### src/rtl/branch_resolve.sv
// EX-stage branch/jump resolver: registered taken/not-taken decision, one-cycle PC redirect,
// and a multi-cycle IF/ID flush. Optional statistics counters behind BRANCH_RESOLVE_STATS_EN.
module branch_resolve #(
  parameter int unsigned ADDR_W       = 32,
  parameter int unsigned FLUSH_CYCLES = 2,
  parameter int unsigned CNT_W        = 16
) (
  input  logic              clock,
  input  logic              reset_n,
  input  logic              stall,
  input  logic              br_valid,
  output logic              br_ready,
  input  logic              br_is_jump,
  input  logic              br_cond,
  input  logic [ADDR_W-1:0] br_target,
  output logic              redirect,
  output logic [ADDR_W-1:0] redirect_pc,
  output logic              flush,
  output logic              res_valid,
  output logic              res_taken,
  output logic              addr_err,
  input  logic              stat_clr,
  output logic [CNT_W-1:0]  stat_total,
  output logic [CNT_W-1:0]  stat_taken
);

  typedef enum logic {IDLE, FLUSH} state_t;

  state_t     state, state_nx;
  logic [3:0] cnt, cnt_nx;
  logic       accept, take, misaligned, go_flush;

  assign br_ready   = (state == IDLE);
  assign flush      = (state == FLUSH);
  assign accept     = br_valid & br_ready & ~stall;
  assign take       = br_is_jump | br_cond;
  assign misaligned = |br_target[1:0];
  assign go_flush   = accept & take & ~misaligned;

  always_comb begin
    state_nx = state;
    cnt_nx   = cnt;
    case (state)
      IDLE: begin
        if (go_flush) begin
          state_nx = FLUSH;
          cnt_nx   = 4'(FLUSH_CYCLES);
        end
      end
      FLUSH: begin
        // Counter freezes under stall, so stalled cycles extend the flush.
        if (!stall) begin
          if (cnt == 4'd1) begin
            state_nx = IDLE;
            cnt_nx   = '0;
          end else begin
            cnt_nx = cnt - 4'd1;
          end
        end
      end
    endcase
  end

  always_ff @(posedge clock or negedge reset_n) begin
    if (!reset_n) begin
      state <= IDLE;
      cnt   <= '0;
    end else begin
      state <= state_nx;
      cnt   <= cnt_nx;
    end
  end

  always_ff @(posedge clock or negedge reset_n) begin
    if (!reset_n) begin
      redirect    <= 1'b0;
      redirect_pc <= '0;
      res_valid   <= 1'b0;
      res_taken   <= 1'b0;
      addr_err    <= 1'b0;
    end else begin
      redirect  <= go_flush;
      res_valid <= accept;
      res_taken <= accept & take;
      addr_err  <= accept & take & misaligned;
      if (go_flush) redirect_pc <= br_target;
    end
  end

`ifdef BRANCH_RESOLVE_STATS_EN
  always_ff @(posedge clock or negedge reset_n) begin
    if (!reset_n) begin
      stat_total <= '0;
      stat_taken <= '0;
    end else if (stat_clr) begin
      stat_total <= '0;
      stat_taken <= '0;
    end else if (res_valid) begin
      if (stat_total != '1) stat_total <= stat_total + 1'b1;
      if (res_taken && stat_taken != '1) stat_taken <= stat_taken + 1'b1;
    end
  end
`else
  logic stat_clr_unused;
  assign stat_clr_unused = stat_clr;
  assign stat_total      = '0;
  assign stat_taken      = '0;
`endif

endmodule

### config.mk
export PLATFORM = sky130hd
export DESIGN_NAME = branch_resolve
export DESIGN_NICKNAME = d
export VERILOG_FILES = /design/src/rtl/branch_resolve.sv
export SDC_FILE = /design/constraint.sdc
export NUM_CORES = 1
export LEC_CHECK = 0
export CORE_AREA = 4 4 54 105
export DETAILED_ROUTE_END_ITERATION = 10
export DIE_AREA = 0 0 58 109
export PLACE_DENSITY_LB_ADDON = 0.2
export SETUP_SLACK_MARGIN = 0.2
export SLEW_MARGIN = 20
export SYNTH_ARGS = -nofsm -noshare
export SYNTH_HDL_FRONTEND = slang
export SYNTH_SLANG_ARGS = --single-unit
### constraint.sdc
create_clock -name clock -period 4.3 [get_ports clock]
set_input_delay 0.43 -clock clock [delete_from_list [all_inputs] [get_ports clock]]
set_output_delay 0.43 -clock clock [all_outputs]
set_load 0.02 [all_outputs]
==> results.md, run 1 <==
* Post-synthesis sequential area ratio at 0.513
* F_max at 424 MHz
* First-pass GRT wire length at 6880 um
* Diode count at 0
* Largest net degree at the start of global routing at 42
* Worst R2R Setup Slack at 2.10 ns
* GP Congestion at between 0.7 and 0.8
* Vias at 1219
* Width of the die at 58 um
* Pwr Density at between 600 and 700 nW/um2
* Yosys warns at 0
* Slew headroom at 0.413
* Synthesized area at 2000 um2
* Reg-to-Reg Start: flush
* Fin crit share at 0.548
* Post-synth EDFFs at 0
* #FFs+latches synth at roughly 40
* DRT antenna net count at 0
* Clk_lat worst skew at 0.29 ns
* CP Data Arrival Time at 2.53 ns
* Clk_skew at just under 0.004 ns
* Outcome: completed
* Main synth FF type: dfrtp_1
* Worst reg-to-reg path cell count at 4
* FF-to-FF End: redirect_pc[6]
* Post-Route WL at 4350 um
* Buffers on Ports at 75
* RSZ-0062 raised after global routing: false
* Synth Area in Adders at 0.0125
* Clk buf depth at 2
* Maxcap violations at 0
* Crit path launch type: primary input
* Cell taking the most area after synthesis: dfrtp_1
* CTS tree: built
* Resized Gates After CTS at 0
* Critical path class: in2reg
* Clock network fraction of total power at 0.207
* Placed cell areas at 2620 um2
* Sw Ratio at 0.323
* First-pass DRT Iterations at 5
* Root Driver: clkbuf_8
* Synth Area in Compound Gates at 0.0294
* Final setup vio count at 0
* Post-CTS Setup Bufs at 0
* Avg Synthesized Cell Area at 14.3 um2
* Initial drt markers at 48
* Synth cell types at 29
* Fraction of layout cells with a size suffix above 1 at 0.184
* Max incr delay on CP at 0.52 ns
* Area Growth Syn to Fin at 37.7%
* Cell count after placement at 266
* Hold Buf Count CTS at 0
* Number of global-route vias before repair at between 1000 and 1500
* Synth top area share at 0.513
* CP bufs+invs at 2
* Cells after Synth at between 100 and 150
* GRT overflow at 0
* Int Pwr at 1200 uW
* Synth area leaders: dfrtp_1 51%, mux2_4 22%, buf_4 12%
* Die H at approximately 110 um
* Reg power frac at 0.352
* Crit Path Max Fanout at 31
* Vias/cell at 4.45
* Synth async-reset ratio at 1.00
* Fin Setup TNS at 0 ns
* Critical Path Sink Type: register
* CTS HTree Levels at 2
* Slew Viols, Final at 0
* Num CTS Buffers at 5
* Initial antenna violation count at 0
* P_sw at 575 uW
* Pleak at 0.00127 uW
* Post-synth top cells: 41 x dfrtp_1, 32 x buf_4, 29 x mux2_4
* Final Util at 0.567
* Core footprint at around 5000 um2
* Post-DP HPWL at 3380 um
* Row cnt at 36
* # DRC at 0
* Peak VDD IR at between 300 and 400 uV
* Tightest Hold Check Type: in2async
* Gate power share at 0.441
* Largest family of logic cells by synthesized area: multiplexers
* Non-filler cells, final at about 270
* Total power at 1780 uW
* Final nets at roughly 260
* Worst Tran Pin Value at just under 0.9 ns
* CP Cell Sequence: clkdlybuf4s50_1, or3b_4, or3_1, clkinv_4, mux2_1
* Xor/xnor share of the synthesized area at 0
* Hold Fails Final Rpt at 0
* Total die area at around 6300 um2
* Period minus WS final at 2.36 ns
* Crit path launch: stall
* Post-route cell area at 2760 um2
* Most frequent cell after synthesis: dfrtp_1
* Simple-gate share of the synthesized area at 0.0494
* I/O Pins at 109
* Starting Density at 0.412
* CP max stage cell: or3_1
* Multiplexer share of the synthesized area at 0.223
* DR WL/cell at ~16 um
* CTS Sinks at 41
* CTS clk-pin slew, worst paths at roughly 0.08 ns
* Crit path max-delay family: simple AND/OR/NAND/NOR gates
* Critical Path RT at ~4.5 ns
* Gr usage total at 0.143
-- worst reg2reg max path, cell delays in order, from the launching register on --
cell	delay (ns)
dfrtp_1	0.42
or3b_4	0.43
or3_1	0.52
clkinv_4	0.35
mux2_1	0.37
-- how the worst max path moves through the flow --
stage | slack [ns] | cells after the start | endpoint
after floorplan | 2.28 | 6 | redirect_pc[10]
after detailed placement | 1.61 | 5 | redirect_pc[6]
after global placement | 1.65 | 5 | redirect_pc[6]
after CTS | 1.94 | 5 | redirect_pc[6]
final | 1.94 | 5 | redirect_pc[6]
after global routing | 1.89 | 5 | redirect_pc[6]
-- cell families after synthesis --
logic type,count (synthesis)
compound gates,8
fa+ha+maj,2
buf+inv,43
flops,41
mux,30
other cells,1
simple gates,15
-- stage by stage --
stage	hold WS (ns)	worst slack (ns)
CTS	0.282	1.94
detailed placement	0.478	1.61
global placement	0.468	1.65
floorplan	0.134	2.28
global route	0.341	1.89
finish	0.258	1.94
-- layer usage --
layer,up-vias,part of all wire,track usage
met5,-,0,0
met4,0,0.012,0.0564
met3,4,0.076,0.0344
met2,61,0.58,0.258
met1,600,0.33,0.155
li1,554,-,-
-- power groups by stage --
stage / clock network (uW) / logic [uW] / registers [uW]
after floorplan: 0 / 294 / 781
after global placement: 0 / 781 / 619
after detailed placement: 0 / 791 / 633
after CTS: 381 / 795 / 627
after global routing: 399 / 827 / 647
final: 369 / 783 / 625
-- cells in the final DEF, fill, tap and decap left out, types with 2 or more instances in the layout --
cell	netlist	routed
and2_1	3	3
bufinv_16	0	2
clkbuf_8	0	5
clkdlybuf4s50_1	0	74
conb_1	1	32
dfrtp_1	41	41
ha_1	2	2
inv_1	5	5
mux2_4	29	29
nor2_1	2	2
nor3b_1	2	2
o21ai_1	2	2
-- sequential cells by signal, indices dropped and copies added (netlist names) --
signal,count
res_valid,1
redirect_pc,32
addr_err,1
res_taken,1
cnt,4
flush,1
redirect,1
-- area by class of cell --
cell class	count	area, um2
clock buffer	5	68.8
clock inverter	3	68.8
fill	431	2110
inverter	6	27.5
multi-input combinational	87	749
sequential	41	1030
tap	57	71.3
timing repair buffer	75	746
Power figures use the tool's default switching activity.
==> run 2: changes to the inputs <==
--- a/config.mk
+++ b/config.mk
@@ -5,9 +5,9 @@
 export SDC_FILE = /design/constraint.sdc
 export NUM_CORES = 1
 export LEC_CHECK = 0
-export CORE_AREA = 4 4 54 105
+export CORE_AREA = 4 4 56 109
 export DETAILED_ROUTE_END_ITERATION = 10
-export DIE_AREA = 0 0 58 109
+export DIE_AREA = 0 0 60 113
 export PLACE_DENSITY_LB_ADDON = 0.2
 export SETUP_SLACK_MARGIN = 0.2
 export SLEW_MARGIN = 20
==> constraint.sdc (replaced) <==
create_clock -name clock -period 2.5 [get_ports clock]
set_input_delay 0.25 -clock clock [delete_from_list [all_inputs] [get_ports clock]]
set_output_delay 0.25 -clock clock [all_outputs]
set_load 0.02 [all_outputs]
==> results.md, run 2 (synthesis results as in run 1) <==
* Outcome: completed (unchanged)
* Clk_skew at 0.00805 ns (was 0.00394 ns)
* Initial antenna violation count at 0 (unchanged)
* Most common cell after layout, fill and taps aside: clkdlybuf4s50_1 (unchanged)
* CP Data Arrival Time at 2.27 ns (was 2.53 ns)
* Tightest Hold Check Type: in2async (unchanged)
* Num CTS Buffers at 5 (unchanged)
* CTS HTree Levels at 2 (unchanged)
* Reg-to-Reg Start: flush (unchanged)
* Final setup vio count at 0 (unchanged)
* Fin crit share at 0.836
* Multi-input logic area at 749 um2 (unchanged)
* Die H at 113 um (was 109 um)
* Total die area at 6780 um2 (was 6320 um2)
* Pwr Density at 1040 nW/um2 (was 644 nW/um2)
* GP Congestion at 0.670 (was 0.787)
* Width of the die at 60 um (was 58 um)
* Starting Density at 0.376 (was 0.412)
* Diode count at 0 (unchanged)
* Row cnt at 38 (was 36)
* Post-CTS Setup Bufs at 0 (unchanged)
* Initial drt markers at 27 (was 48)
* Hold_ws at 0.0829 ns (was 0.258 ns)
* Buffers on Ports at 75 (unchanged)
* Core footprint at 5330 um2 (was 4860 um2)
* Biggest regs: redirect_pc x32, cnt x4 (unchanged)
* First-pass GRT wire length at 5890 um (was 6880 um)
* Hold Fails Final Rpt at 0 (unchanged)
* Maxcap violations at 0 (unchanged)
* RSZ-0062 raised after global routing: false (unchanged)
* Gr usage total at 0.113 (was 0.143)
* Clk buf depth at 2 (unchanged)
* First-pass DRT Iterations at 4 (was 5)
* Vias/cell at 4.31 (was 4.45)
* Pleak at 0.00125 uW (was 0.00127 uW)
* Max reg flops at 32 (unchanged)
* Biggest register: redirect_pc (unchanged)
* Root Driver: clkbuf_8 (unchanged)
* FF-to-FF End: redirect_pc[6] (unchanged)
* Place WS at 0.135 ns (was 1.61 ns)
* Hold Buf Count CTS at 0 (unchanged)
* Worst R2R Setup Slack at 0.41 ns (was 2.10 ns)
* Worst reg-to-reg path cell count at 4 (unchanged)
* Number of global-route vias before repair at 1251 (was 1318)
* Critical Path Sink Type: register (unchanged)
* Post-Route WL at 3850 um (was 4350 um)
* Area Growth Syn to Fin at 35.8% (was 37.7%)
* CTS clk-pin slew, worst paths at 0.08 ns (about the same)
* CTS Sinks at 41 (unchanged)
* Fillers at 505 (was 431)
* Slew Viols, Final at 0 (unchanged)
* Worst setup margin at 0.409 ns (was 1.94 ns)
* Critical Path RT at 2.68 ns (was 4.48 ns)
* Post-DP HPWL at 2810 um (was 3380 um)
* Period minus WS final at 2.09 ns
* Resized Gates After CTS at 0 (unchanged)
* Peak VDD IR at 685 uV (was 383 uV)
* Vias at 1197 (was 1219)
* Fraction of layout cells with a size suffix above 1 at 0.188 (was 0.184)
* Crit Path Max Fanout at 31 (unchanged)
* Slew headroom at 0.397 (was 0.413)
* # DRC at 0 (unchanged)
* Critical path class: reg2reg (was in2reg)
* GRT overflow at 0 (unchanged)
* DRT antenna net count at 0 (unchanged)
* Fin Setup TNS at 0 ns (unchanged)
* FF/Latch Area at 1030 um2 (unchanged)
* F_max at 478 MHz
* Worst Tran Pin Value at 0.905 ns (was 0.881 ns)
* CTS tree: built (unchanged)
* Commonest cells after routing, fill and taps aside: 74 x clkdlybuf4s50_1, 41 x dfrtp_1, 32 x conb_1 (unchanged)
* Clk_lat worst skew at 0.29 ns (about the same)
* Largest net degree at the start of global routing at 42 (unchanged)
* Final nets at 258 (was 257)
* DR WL/cell at 13.8 um (was 15.9 um)
* I/O Pins at 109 (unchanged)
* Crit path launch type: register (was primary input)
[run 2: critical path, stage by stage, from the launching register on]
cell	delay [ns]
dfrtp_1	0.42
or3b_4	0.42
or3_1	0.44
clkinv_4	0.32
mux2_1	0.36
[run 2: cell type report]
cell class	count	area share
Tap cell	60	0.0276
Inverter	6	0.0101
Sequential cell	41	0.378
Timing Repair Buffer	76	0.277
Clock buffer	5	0.0253
Multi-Input combinational cell	87	0.276
Clock inverter	3	0.00645
[run 2: metrics by stage]
step                      utilization  total power (uW)  instance area [um2]  std cells
after floorplan                     -              1850                 2120        171
after global placement          0.494              2400                 2630        270
after detailed placement        0.494              2420                 2630        270
after CTS                       0.510              2870                 2720        278
after global routing            0.510              2990                 2720        278
final                           0.510              2830                 2720        278
[run 2: how the worst max path moves through the flow]
stage	from	to	slack, ns	depth (start not counted)
after floorplan	flush	redirect_pc[10]	0.48	6
after global placement	stall	redirect_pc[6]	0.16	5
after detailed placement	stall	redirect_pc[6]	0.13	5
after CTS	flush	redirect_pc[6]	0.40	4
after global routing	flush	redirect_pc[6]	0.33	4
final	flush	redirect_pc[6]	0.41	4
[run 2: power breakdown]
| group | internal (uW) | total (uW) | switching, uW |
|---|---|---|---|
| clock network | 193 | 417 | 225 |
| registers | 913 | 1070 | 155 |
| logic | 753 | 1340 | 587 |
| total | 1860 | 2830 | 966 |
[run 2: per-layer routing]
metal / track usage / up-vias / part of all wire
met4: 0.0355 / 0 / 0.0065
met2: 0.154 / 70 / 0.43
met1: 0.158 / 568 / 0.43
li1: - / 557 / -
met3: 0.0525 / 2 / 0.13
met5: 0 / - / 0
